--- src/rtl/fp_sum_sequencer_if.sv ---
// rtl/fp_sum_sequencer_if.sv - handshake and adder-operand bundle for fp_sum_sequencer
interface fp_sum_sequencer_if #(
   parameter int LEN_W = 8
);
   logic             start;
   logic [LEN_W-1:0] len;
   logic             in_valid;
   logic [31:0]      in_data;
   logic             in_ready;
   logic [31:0]      add_op1;
   logic [31:0]      add_op2;
   logic [31:0]      add_res;
   logic             sum_valid;
   logic [31:0]      sum_data;
   logic             sum_ready;
   logic             busy;

   modport master (
      output start, len, in_valid, in_data, add_res, sum_ready,
      input  in_ready, add_op1, add_op2, sum_valid, sum_data, busy
   );

   modport slave (
      input  start, len, in_valid, in_data, add_res, sum_ready,
      output in_ready, add_op1, add_op2, sum_valid, sum_data, busy
   );
endinterface

--- src/rtl/fp_sum_sequencer.sv ---
// rtl/fp_sum_sequencer.sv - length-prefixed float accumulator driving an external adder
module fp_sum_sequencer #(
   parameter int LEN_W = 8
) (
   input logic                clk,
   input logic                rst,
   fp_sum_sequencer_if.slave  bus
);
   typedef enum logic [1:0] {
      IDLE  = 2'd0,
      ACCUM = 2'd1,
      DONE  = 2'd2
   } state_t;

   localparam logic [LEN_W-1:0] ONE = {{(LEN_W-1){1'b0}}, 1'b1};

   state_t           state_q, state_d;
   logic [31:0]      acc_q, acc_d;
   logic [LEN_W-1:0] cnt_q, cnt_d;
   logic [LEN_W-1:0] len_q, len_d;

   always_ff @(posedge clk or posedge rst) begin
      if (rst) begin
         state_q <= IDLE;
         acc_q   <= 32'h0;
         cnt_q   <= '0;
         len_q   <= '0;
      end else begin
         state_q <= state_d;
         acc_q   <= acc_d;
         cnt_q   <= cnt_d;
         len_q   <= len_d;
      end
   end

   always_comb begin
      state_d = state_q;
      acc_d   = acc_q;
      cnt_d   = cnt_q;
      len_d   = len_q;
      case (state_q)
         IDLE: begin
            if (bus.start) begin
               acc_d   = 32'h0;
               cnt_d   = '0;
               len_d   = bus.len;
               state_d = (bus.len == '0) ? DONE : ACCUM;
            end
         end
         ACCUM: begin
            if (bus.in_valid) begin
               acc_d = bus.add_res;
               cnt_d = cnt_q + ONE;
               // Compare before increment so len = 2^LEN_W-1 ends without wrap.
               if (cnt_q == len_q - ONE) begin
                  state_d = DONE;
               end
            end
         end
         DONE: begin
            if (bus.sum_ready) begin
               state_d = IDLE;
            end
         end
         default: state_d = IDLE;
      endcase
   end

   assign bus.in_ready  = (state_q == ACCUM);
   assign bus.sum_valid = (state_q == DONE);
   assign bus.busy      = (state_q == ACCUM) || (state_q == DONE);
   assign bus.sum_data  = (state_q == DONE) ? acc_q : 32'h0;
   assign bus.add_op1   = acc_q;
   assign bus.add_op2   = bus.in_data;
endmodule

--- src/flat_wrapper.sv ---
// flat-port wrapper written by rule: the top's interface ports become plain ports
module fp_sum_sequencer_flat 
#(
   parameter int LEN_W = 8
)
  (clk, rst, bus_start, bus_len, bus_in_valid, bus_in_data, bus_add_res, bus_sum_ready, bus_in_ready, bus_add_op1, bus_add_op2, bus_sum_valid, bus_sum_data, bus_busy);
  fp_sum_sequencer_if #(.LEN_W(LEN_W)) bus_i ();
  input logic clk;
  input logic rst;
  input wire logic [$bits(bus_i.start)-1:0] bus_start;
  input wire logic [$bits(bus_i.len)-1:0] bus_len;
  input wire logic [$bits(bus_i.in_valid)-1:0] bus_in_valid;
  input wire logic [$bits(bus_i.in_data)-1:0] bus_in_data;
  input wire logic [$bits(bus_i.add_res)-1:0] bus_add_res;
  input wire logic [$bits(bus_i.sum_ready)-1:0] bus_sum_ready;
  output wire logic [$bits(bus_i.in_ready)-1:0] bus_in_ready;
  output wire logic [$bits(bus_i.add_op1)-1:0] bus_add_op1;
  output wire logic [$bits(bus_i.add_op2)-1:0] bus_add_op2;
  output wire logic [$bits(bus_i.sum_valid)-1:0] bus_sum_valid;
  output wire logic [$bits(bus_i.sum_data)-1:0] bus_sum_data;
  output wire logic [$bits(bus_i.busy)-1:0] bus_busy;
  assign bus_i.start = bus_start;
  assign bus_i.len = bus_len;
  assign bus_i.in_valid = bus_in_valid;
  assign bus_i.in_data = bus_in_data;
  assign bus_i.add_res = bus_add_res;
  assign bus_i.sum_ready = bus_sum_ready;
  assign bus_in_ready = bus_i.in_ready;
  assign bus_add_op1 = bus_i.add_op1;
  assign bus_add_op2 = bus_i.add_op2;
  assign bus_sum_valid = bus_i.sum_valid;
  assign bus_sum_data = bus_i.sum_data;
  assign bus_busy = bus_i.busy;
  fp_sum_sequencer #(.LEN_W(LEN_W)) u_core (.clk(clk), .rst(rst), .bus(bus_i));
endmodule
--- config.mk ---
export PLATFORM = sky130hd
export DESIGN_NAME = fp_sum_sequencer_flat
export DESIGN_NICKNAME = d
export VERILOG_FILES = /design/src/rtl/fp_sum_sequencer_if.sv /design/src/rtl/fp_sum_sequencer.sv /design/src/flat_wrapper.sv
export SDC_FILE = /design/constraint.sdc
export NUM_CORES = 1
export LEC_CHECK = 0
export ABC_AREA = 0
export ABC_CLOCK_PERIOD_IN_PS = 2100
export BUFFER_PORTS_ARGS = -buffer_cell sky130_fd_sc_hd__buf_2
export CORE_ASPECT_RATIO = 1.25
export CORE_MARGIN = 1.5
export CORE_UTILIZATION = 38
export CTS_CLUSTER_DIAMETER = 80
export DETAILED_ROUTE_END_ITERATION = 8
export GPL_ROUTABILITY_DRIVEN = 0
export GPL_TIMING_DRIVEN = 0
export PLACE_DENSITY = 0.74
export SLEW_MARGIN = 20
export SYNTH_ARGS = -nofsm -noshare
export SYNTH_HDL_FRONTEND = slang
export SYNTH_SLANG_ARGS = --single-unit
--- constraint.sdc ---
create_clock -name clk -period 2.1 [get_ports clk]
set_input_delay 0.105 -clock clk [delete_from_list [all_inputs] [get_ports clk]]
set_output_delay 0.105 -clock clk [all_outputs]
set_load 0.01 [all_outputs]
After elaboration in Yosys (flattened, before gate mapping). Cells that the tools add are included.

Flip-flop bits (word level): 50. Input port bits: 77. Output and inout port bits: 99. Logic and storage cells: 33.

$add $sub $neg: 2. Eq/ne operators: 7. Mux-type cells: 13. Reduce and logical (&&, ||, !) cells: 7.

Operators with widths (number): $mux W32 (3); $pmux W32 S2 (1); $mux W8 (2); $pmux W8 S2 (1); $mux W2 (5); $add A8 B1 Y8 const B (1); $eq A8 B8 Y1 (1); $logic_not A8 Y1 (1); $sub A8 B1 Y8 const B (1); $ne A2 B2 Y1 const B (3); $pmux W2 S3 (1); $reduce_and A4 Y1 (1); $reduce_and A3 Y1 (1); $eq A2 B1 Y1 const B (1); $eq A2 B2 Y1 const B (1); $logic_not A2 Y1 (1); $ne A2 B1 Y1 const B (1); $reduce_and A2 Y1 (1); $reduce_bool A2 Y1 (1); $logic_or A1 B1 Y1 (1).

Depth between registers and ports, before layout.
Depth in word-level cells: 5. Mapped depth: 8. Gate-level depth less buffers: 7.

Least setup slack after synthesis. No wires, ideal clock.

Path type: register -> register. Start point: reg u_core.len_q[0]. End point: reg u_core.state_q[0]. Setup time: 0.128 ns. Data arrival time: 2.137 ns. Required time: 1.972 ns. Setup slack: -0.165 ns. Stages on the path, launching flop included: 8. Buffers on the path: 0. Clock period less this slack: 2.265 ns. Cell sequence: dfrtp_1 -> inv_1 -> ha_1 -> or3b_1 -> or4_4 -> a2111oi_4 -> o211ai_2 -> o2bb2ai_1.

Cells in the longest elaborated chain, start to end: 4.

Ends and longest elaborated chain: start, declared (line fp_sum_sequencer.sv:20) `logic [LEN_W-1:0] len_q, len_d;`; start signal, assigned (line fp_sum_sequencer.sv:32) `len_q <= len_d;`; $sub A8 B1 Y8 (line fp_sum_sequencer.sv:55) `if (cnt_q == len_q - ONE) begin`; $eq A8 B8 Y1 (line fp_sum_sequencer.sv:55); $ne A2 B1 Y1 (no line); $reduce_and A4 Y1 (no line); end signal, assigned (line fp_sum_sequencer.sv:29) `state_q <= state_d;`; end, declared (line fp_sum_sequencer.sv:17) `state_t state_q, state_d;`.

No other way between the ends. A chain may end at the register's enable or synchronous reset.

Final worst setup path.
Start point: reg u_core.len_q[1]. End point: reg u_core.state_q[1].

The elaborated chain is that of the path after synthesis.

==> metrics.txt <==
largest family of logic cells by synthesized area=compound AO/OA/AOI/OAI gates; Synth Warn #=0; DR vias=2446; WL final=approximately 6700 um; area occupied by multi-input gates=around 1200 um^2; startpoint types=register; FF+latch area=roughly 1300 um^2; first-pass GRT wire length=about 10000 um; crit path DAT=around 2.5 ns; DRT antenna net count=0; IO Port Bufs=~140; CTS max path bufs=2; First DRT Iteration DRCs=54; area grow syn2layout=39.0%; CP required=~2.3 ns; clock skew=roughly 0.0065 ns; row count=34; GR Util All Layers=17.2%; sequential-to-total area share from yosys stat=between 40% and 50%; vias in the first global route=between 2000 and 2500; simple-gate share of the synthesized area=approximately 16%; die height=97.6 um; Hold Slack=just over 0.006 ns; I/O pins=about 180; status=finished with violations; final setup fails=2; Die Wd=roughly 80 um; dpl hpwl=just over 5000 um; total power=approximately 4.5 mW; total gr overflow=0; clk sinks=50; largest net degree at the start of global routing=27; starting density of the core=39.2%; DRC Markers=0; fin crit share=106%; Root Driver=clkbuf_8; Power Dens Cells=approximately 1200 nW/um^2; HP Class=input port to register; unrepaired setup endpoints after global routing=yes; Fillers=roughly 630; crit-path leading delay family=simple AND/OR/NAND/NOR gates; post-synth net total=between 300 and 400; core area=~6900 um^2; leakage=around 2.1 nW; Synth Area in Adders=between 2 and 2.5%; WP buf/inv=1; Final Hold Violating Endpoints=0; CTS buffer count=5; antenna cells=0; CP Class=register to register; VDD IR max=roughly 0.00053 V; Cell Area, Synth=about 2700 um^2; Reg clk slew, reported paths=~0.090 ns; Worst-Skew Late Latency=0.31 ns; Slew Limit Headroom=between 60% and 70%; Avg Synthesized Cell Area=around 11 um^2; critical path endpoint category=register; multiplexer share of the synthesized area=3.31%; via/cell ratio=around 4.8; Synth cell types=39; Final Util=approximately 54%; xor and xnor area share after synthesis=approximately 4.2%; Critical Path Fanout Max=2; synth top area cells=dfrtp_1 46%, a22o_1 11%, buf_4 8.8%; Cells after Synth=255; final worst slack=-0.118 ns; minimum clock period=~2.2 ns; Achievable Freq=between 0.4 and 0.5 GHz; worst path cell trace=inv_2 > ha_4 > or3b_4 > or4_4 > a2111oi_4 > o211ai_2 > a22oi_2; antenna violations before repair=0; fraction of layout cells with a size suffix above 1=between 50% and 60%; Slew Limit Fails=0; Wirelength per Cell=about 13 um; Worst Tran Pin Value=roughly 0.57 ns; placed cell area=3570 um^2; Yosys top cell by area=dfrtp_1; CTS H-tree depth=2; maximum capacitance violations=0; CP peak stage delay=0.44 ns; post-synth top area share=between 40% and 50%; total die area=approximately 7700 um^2; synthesized flop and latch total=50; Worst path slowest cell=or4_4; compound-gate portion of the synthesized area=~17%; post-route cell area=3780 um^2; dpl ws=-0.251 ns; First-pass DRT Iterations=4; nets=just under 500; violated checks=setup timing; TritonCTS clock tree=yes
[worst reg2reg max path: stages, from the launching register on]
cell and delay (ns):
dfrtp_1 0.42, inv_2 0.08, ha_4 0.13, or3b_4 0.37
or4_4 0.44, a2111oi_4 0.35, o211ai_2 0.16, a22oi_2 0.20
[metal layers]
layer | track usage (%) | wire length (um)
met5 | 0 | 0
met1 | 19.2 | 2590
met4 | 5.22 | 82
met3 | 4.32 | 465
met2 | 31.4 | 3570
[repair_timing]
action	in CTS	in global routing
pin swaps	1	0
resized for setup	7	11
hold buffers	1	3
hold endpoints to repair	25	3
endpoints found under the setup margin	32	41
gates cloned	0	0
setup buffers	4	0
[area by class of cell]
| class | count | share of cell area [%] |
|---|---|---|
| Multi-Input combinational cell | 154 | 31.1 |
| Clock inverter | 2 | 0.993 |
| Clock buffer | 6 | 1.92 |
| Timing Repair Buffer | 152 | 21.3 |
| Buffer | 45 | 7.91 |
| Tap cell | 90 | 2.98 |
| Sequential cell | 50 | 33.1 |
| Inverter | 6 | 0.596 |
[synthesized netlist by cell type (all sizes together)]
cell,instances
o311ai,1
o31ai,1
inv,6
or4,2
o221ai,1
nor2,12
nand2b,2
and3,1
mux2,8
o211ai,2
o2111ai,2
or3b,1
nand2,8
o21ai,3
ha,5
a22o,33
nand4,1
and2,33
dfrtp,50
a2111oi,1
or3,1
buf,32
a221o,1
o211a,1
xor2,4
nor3,5
clkbuf,13
nor2b,1
xnor2,9
a22oi,1
a21oi,3
and4,1
nor4,3
and3b,1
nand3,4
o2bb2ai,1
o21ba,1
[cell usage in the layout, fill, tap and decap left out, types with 5 or more instances in the layout]
cell,instances
and2_1,33
nand2_1,8
buf_2,143
nor2_1,12
mux2_2,8
dfrtp_1,49
clkbuf_1,6
clkbuf_2,8
xnor2_1,9
clkbuf_8,5
nor3_1,5
buf_4,36
a22o_1,33
[path summary, 6_finish.rpt]
| check | start | end | slack, ns | cells past startpoint |
|---|---|---|---|---|
| max | u_core.len_q[1]$_DFFE_PP0P_ | u_core.state_q[1]$_DFFE_PP0P_ | -0.12 | 7 |
| max in group asynchronous | rst | u_core.len_q[0]$_DFFE_PP0P_ | 1.18 | 4 |
| max reg2reg | u_core.len_q[1]$_DFFE_PP0P_ | u_core.state_q[1]$_DFFE_PP0P_ | -0.12 | 7 |
| min | bus_add_res[24] | u_core.bus.add_op1[24]$_DFFE_PP0P_ | 0.006 | 2 |
| min in group asynchronous | rst | u_core.bus.add_op1[5]$_DFFE_PP0P_ | 0.38 | 3 |
| min reg2reg | u_core.bus.add_op1[30]$_DFFE_PP0P_ | u_core.bus.add_op1[30]$_DFFE_PP0P_ | 0.53 | 1 |
[report_power, final]
group          internal [mW]  leakage, nW  total (mW)  switching, mW
combinational           1.03         1.35        2.20           1.17
clock                  0.356       0.0514       0.682          0.327
sequential              1.33        0.663        1.66          0.333
total                   2.71         2.06        4.54           1.83
[flip-flops by register name, indices dropped and copies added (netlist names)]
| signal | cells |
|---|---|
| u_core.len_q | 8 |
| u_core.state_q | 2 |
| u_core.cnt_q | 8 |
| u_core.bus.add_op1 | 32 |
[metrics by stage]
stage	TNS (ns)	std cells
floorplan	-0.161	255
global placement	-0.363	488
detailed placement	-0.790	489
CTS	-0.205	502
global route	-0.393	505
finish	-0.230	505
[kinds of logic (layout without fill, tap and decap cells)]
kind of cell    after synthesis  after routing
compound gates               52             52
xor+xnor                     13             13
fa+ha+maj                     5              5
buf+inv                      51            211
flops                        50             50
mux                           8              8
simple gates                 76             76
(Power assumes the default switching activity.)
